**config.mk**
```make
export PLATFORM = sky130hd
export DESIGN_NAME = alu_arb_ctrl
export DESIGN_NICKNAME = d
export VERILOG_FILES = /design/src/rtl/alu_arb_ctrl.sv
export SDC_FILE = /design/constraint.sdc
export NUM_CORES = 1
export LEC_CHECK = 0
export ABC_AREA = 1
export BUFFER_PORTS_ARGS = -buffer_cell sky130_fd_sc_hd__buf_4
export CAP_MARGIN = 20
export CORE_MARGIN = 5
export CORE_UTILIZATION = 42
export CTS_CLUSTER_DIAMETER = 150
export DETAILED_ROUTE_END_ITERATION = 10
export PLACE_DENSITY = 0.69
export SYNTH_ARGS = -nofsm -noshare
export SYNTH_HDL_FRONTEND = slang
export SYNTH_SLANG_ARGS = --single-unit
```
**constraint.sdc**
```tcl
create_clock -name clk -period 8.6 [get_ports clk]
set_clock_uncertainty 0.1 [all_clocks]
set_input_delay 1.29 -clock clk [delete_from_list [all_inputs] [get_ports clk]]
set_output_delay 1.29 -clock clk [all_outputs]
set_load 0.05 [all_outputs]
```
**src/rtl/alu_arb_ctrl.sv**
```systemverilog
// Two-requester round-robin front end for a 4-bit ALU (ADD/SUB/MUL/DIV).
// One command in flight: IDLE accepts, EXEC computes, RESP holds result until taken.
module alu_arb_ctrl #(
  parameter int unsigned CNT_W = 8
) (
  input  logic             clk,
  input  logic             rst_n,
  input  logic             r0_valid,
  output logic             r0_ready,
  input  logic [1:0]       r0_op,
  input  logic [3:0]       r0_a,
  input  logic [3:0]       r0_b,
  input  logic             r0_cin,
  input  logic             r1_valid,
  output logic             r1_ready,
  input  logic [1:0]       r1_op,
  input  logic [3:0]       r1_a,
  input  logic [3:0]       r1_b,
  input  logic             r1_cin,
  output logic             rsp_valid,
  input  logic             rsp_ready,
  output logic             rsp_id,
  output logic [7:0]       rsp_data,
  output logic             rsp_flag,
  output logic             rsp_err,
  output logic             busy,
  output logic [CNT_W-1:0] ops_done
);

  typedef enum logic [1:0] {IDLE, EXEC, RESP} state_e;
  typedef enum logic [1:0] {OP_ADD, OP_SUB, OP_MUL, OP_DIV} op_e;

  state_e           state_q, state_d;
  logic             last_grant_q;
  op_e              op_q;
  logic [3:0]       a_q, b_q;
  logic             cin_q, id_q;
  logic             rsp_id_q, rsp_flag_q, rsp_err_q;
  logic [7:0]       rsp_data_q;
  logic [CNT_W-1:0] ops_done_q;

  logic       gnt, any_v, hs_cmd, hs_rsp;
  logic [7:0] res_data;
  logic       res_flag, res_err;

  // On a tie, the requester not granted last time wins.
  always_comb begin
    gnt = 1'b0;
    if (r0_valid && r1_valid) gnt = ~last_grant_q;
    else if (r1_valid)        gnt = 1'b1;
  end

  assign any_v    = r0_valid | r1_valid;
  assign r0_ready = rst_n && (state_q == IDLE) && any_v && !gnt;
  assign r1_ready = rst_n && (state_q == IDLE) && any_v && gnt;
  assign hs_cmd   = (r0_valid && r0_ready) || (r1_valid && r1_ready);
  assign hs_rsp   = (state_q == RESP) && rsp_ready;

  always_comb begin
    state_d = state_q;
    case (state_q)
      IDLE:    if (hs_cmd) state_d = EXEC;
      EXEC:    state_d = RESP;
      RESP:    if (hs_rsp) state_d = IDLE;
      default: state_d = IDLE;
    endcase
  end

  always_comb begin
    res_data = '0;
    res_flag = 1'b0;
    res_err  = 1'b0;
    case (op_q)
      OP_ADD: {res_flag, res_data[3:0]} = {1'b0, a_q} + {1'b0, b_q} + {4'b0, cin_q};
      OP_SUB: {res_flag, res_data[3:0]} = {1'b0, a_q} - {1'b0, b_q} - {4'b0, cin_q};
      OP_MUL: res_data = {4'b0, a_q} * {4'b0, b_q};
      OP_DIV: begin
        if (b_q == 4'd0) res_err  = 1'b1;
        else             res_data = {a_q % b_q, a_q / b_q};
      end
      default: res_data = '0;
    endcase
  end

  always_ff @(posedge clk or negedge rst_n) begin
    if (!rst_n) begin
      state_q      <= IDLE;
      last_grant_q <= 1'b1;
      op_q         <= OP_ADD;
      a_q          <= '0;
      b_q          <= '0;
      cin_q        <= 1'b0;
      id_q         <= 1'b0;
      rsp_id_q     <= 1'b0;
      rsp_data_q   <= '0;
      rsp_flag_q   <= 1'b0;
      rsp_err_q    <= 1'b0;
      ops_done_q   <= '0;
    end else begin
      state_q <= state_d;
      if (hs_cmd) begin
        last_grant_q <= gnt;
        id_q         <= gnt;
        op_q         <= op_e'(gnt ? r1_op : r0_op);
        a_q          <= gnt ? r1_a   : r0_a;
        b_q          <= gnt ? r1_b   : r0_b;
        cin_q        <= gnt ? r1_cin : r0_cin;
      end
      if (state_q == EXEC) begin
        rsp_id_q   <= id_q;
        rsp_data_q <= res_data;
        rsp_flag_q <= res_flag;
        rsp_err_q  <= res_err;
      end
      if (hs_rsp) ops_done_q <= ops_done_q + CNT_W'(1);
    end
  end

  assign rsp_valid = (state_q == RESP);
  assign busy      = (state_q != IDLE);
  assign rsp_id    = rsp_id_q;
  assign rsp_data  = rsp_data_q;
  assign rsp_flag  = rsp_flag_q;
  assign rsp_err   = rsp_err_q;
  assign ops_done  = ops_done_q;

endmodule

```
==> out/qor.txt <==
Outcome -> completed
Via Count -> 2,562
Clk Latency, worst-skew pair -> 0.29 ns
TritonCTS clock tree -> yes
Final HPWL DP -> 5.81 mm
Yosys warnings -> 0
Post-cts resize count -> 0
Final GP Congestion -> 0.878
Die footprint -> 8750 um^2
Hold-fix buffers, CTS -> 0
FF-to-FF path depth -> 29
Setup violations, final -> 0
Setup slack, reg-to-reg -> 3.75 ns
Fmax -> 206 MHz
Netlist cell types -> 37
Post-layout min period -> 4.85 ns
Post-synthesis register bit count -> 34
Post-Syn Area per Cell -> 7.78 um^2
Post-route DRC -> 0
# rows -> 30
Total global-route track usage -> 17.1%
Fin crit share -> 56.4%
Post-Route WL -> 7.04 mm
Die width -> 93.5 um
Crit path kind -> flip-flop to flip-flop
CP arrival -> 4.97 ns
Largest net degree at the start of global routing -> 36
Initial Utilization -> 43.1%
DR pass1 iterations -> 5
Worst min path class -> flip-flop to flip-flop
Max-slew violation count -> 0
Critical path's most frequent cell -> nand2_1
Final #Nets -> 502
Maxcap violations -> 0
Worst hold path cell count -> 1
Worst rel slew slack -> 60.9%
Number of global-route vias before repair -> 2,521
Clock Sinks -> 34
Diode count -> 0
Number of antenna violations at the first check in global routing -> 0
DRT antenna net count -> 0
H-tree level count -> 2
GR Overflow Total -> 0
Die Span Y -> 93.5 um
Number of fill cells -> 676
Worst Path Max Fanout -> 8
Share of layout cells above drive strength 1 -> 18.4%
DR vias/cell -> 4.87
WHS -> 0.372 ns
Critical Path RT -> 8.72 ns
CP Capture Type -> flip-flop
Core area -> 6790 um^2
Syn_nets -> 450
CTS buffer count -> 5
Unrepaired setup endpoints after global routing -> no
I/O Pins -> 50
Post-CTS setup buffers -> 0
I/O Buffers -> 49
First-pass GRT wire length -> 12.0 mm
Root Buffer -> clkbuf_8
Crit-path max cell delay -> 0.52 ns
WL/cell -> 13.4 um
DRC marker count from the first detailed-route iteration -> 137
Slew @ Worst Pin -> 0.587 ns
CTS max path bufs -> 2
Hold Violations, Final -> 0
Seq/Total Area, Yosys -> 29.1%
Syn Inst Count -> 377
Layout overhead on the synthesized area -> 18.9%
Final cell count without fillers -> 526
Clock-pin slew on the worst setup and hold paths -> 0.07 ns
TNS Setup -> 0 ns
Crit path max-delay cell type -> dfrtp_1
Post-Syn Area -> 2930 um^2
DP Cell Count -> 518
Startpoint types -> flip-flop
## through the flow
step	worst slack, ns	utilization (%)	area, um^2
CTS	3.79	51.3	3490
global route	3.22	51.3	3490
detailed placement	3.82	50.0	3400
floorplan	4.37	-	2930
global placement	4.08	50.0	3400
finish	3.75	51.3	3490
## metal layers
metal	track usage, %	wire length, um
met1	24.4	3370
met2	27.0	3230
met3	2.98	344
met4	4.33	85
met5	0	0
## cells in the final DEF (no fill, tap or decap), drive strengths merged
cell type / count
or2: 3
o22ai: 1
buf: 49
mux2: 1
and2: 2
o21bai: 1
nand3: 21
o21ai: 14
a31oi: 1
o211ai: 11
a21oi: 12
fa: 9
xor2: 7
nand4: 3
clkbuf: 7
clkinv: 2
ha: 37
nor3: 4
o2111ai: 2
nor2: 31
and3: 1
nand2: 104
nand3b: 4
o31ai: 1
dfstp: 1
xnor2: 7
inv: 61
dfrtp: 33
## worst max-delay path, delay by kind of cell (launching register included)
family                     cells  cell delay, ns
AOI/OAI and AO/OA              2            0.37
adders and majority gates      4            1.44
buffers and inverters          5            0.51
DFF                            1            0.52
and+or+nand+nor               18            1.85
## final timing paths
kind / to / start
setup / recovery: rsp_data[5]$_DFFE_PN0N_ / b_q[0]$_DFFE_PN0P_
hold / removal: ops_done[7]$_DFFE_PN0P_ / ops_done[7]$_DFFE_PN0P_
setup reg to reg: rsp_data[5]$_DFFE_PN0N_ / b_q[0]$_DFFE_PN0P_
hold reg to reg: ops_done[7]$_DFFE_PN0P_ / ops_done[7]$_DFFE_PN0P_
max in group asynchronous: last_grant_q$_DFFE_PN1P_ / rst_n
min in group asynchronous: ops_done[2]$_DFFE_PN0P_ / rst_n
## flip-flops by register name, summed over array words and instances (netlist names), 2 cells and up
signal	count
ops_done	8
rsp_data	8
a_q	4
b_q	4
op_q	2
state_q	2
## Yosys cell counts (all sizes together)
cell type,count,area [um^2]
nor3,4,31.3
ha,37,463
dfrtp,33,826
and3,1,6.26
mux2,1,11.3
dfstp,1,26.3
inv,61,229
or2,3,18.8
o2111ai,2,17.5
nand2,104,408
a31oi,1,6.26
o31ai,1,7.51
o21bai,1,7.51
o21ai,14,73.8
buf,3,20.0
nand3b,4,30.0
o22ai,1,6.26
o211ai,11,82.6
xor2,7,61.3
xnor2,7,61.3
fa,9,180
nand4,3,18.8
a21oi,12,60.1
clkinv,1,3.75
nor2,31,149
clkbuf,1,3.75
nand3,21,110
and2,2,12.5
## area by class of cell
type | count | area, um^2 | area share, %
clock buffer | 7 | 86.3 | 2.48
clock inverter | 1 | 5.00 | 0.144
inverter | 62 | 233 | 6.67
multi-input combinational | 277 | 1820 | 52.3
sequential | 34 | 852 | 24.4
tap | 96 | 120 | 3.44
timing repair buffer | 49 | 368 | 10.5
## kinds of logic (layout without fill, tap and decap cells)
kind of cell / after synthesis / after routing / synth area share (%)
flip-flops: 34 / 34 / 29.1
adder cells (fa/ha/maj): 46 / 46 / 21.9
AND/OR/NAND/NOR: 173 / 173 / 26.8
AO/OA/AOI/OAI: 43 / 43 / 8.92
multiplexers: 1 / 1 / 0.384
buffers and inverters: 66 / 119 / 8.75
XOR/XNOR: 14 / 14 / 4.18
Power is left out: the tool's default activity adds up to more than one toggle a clock period on the data nets, which glitch-free logic cannot reach.
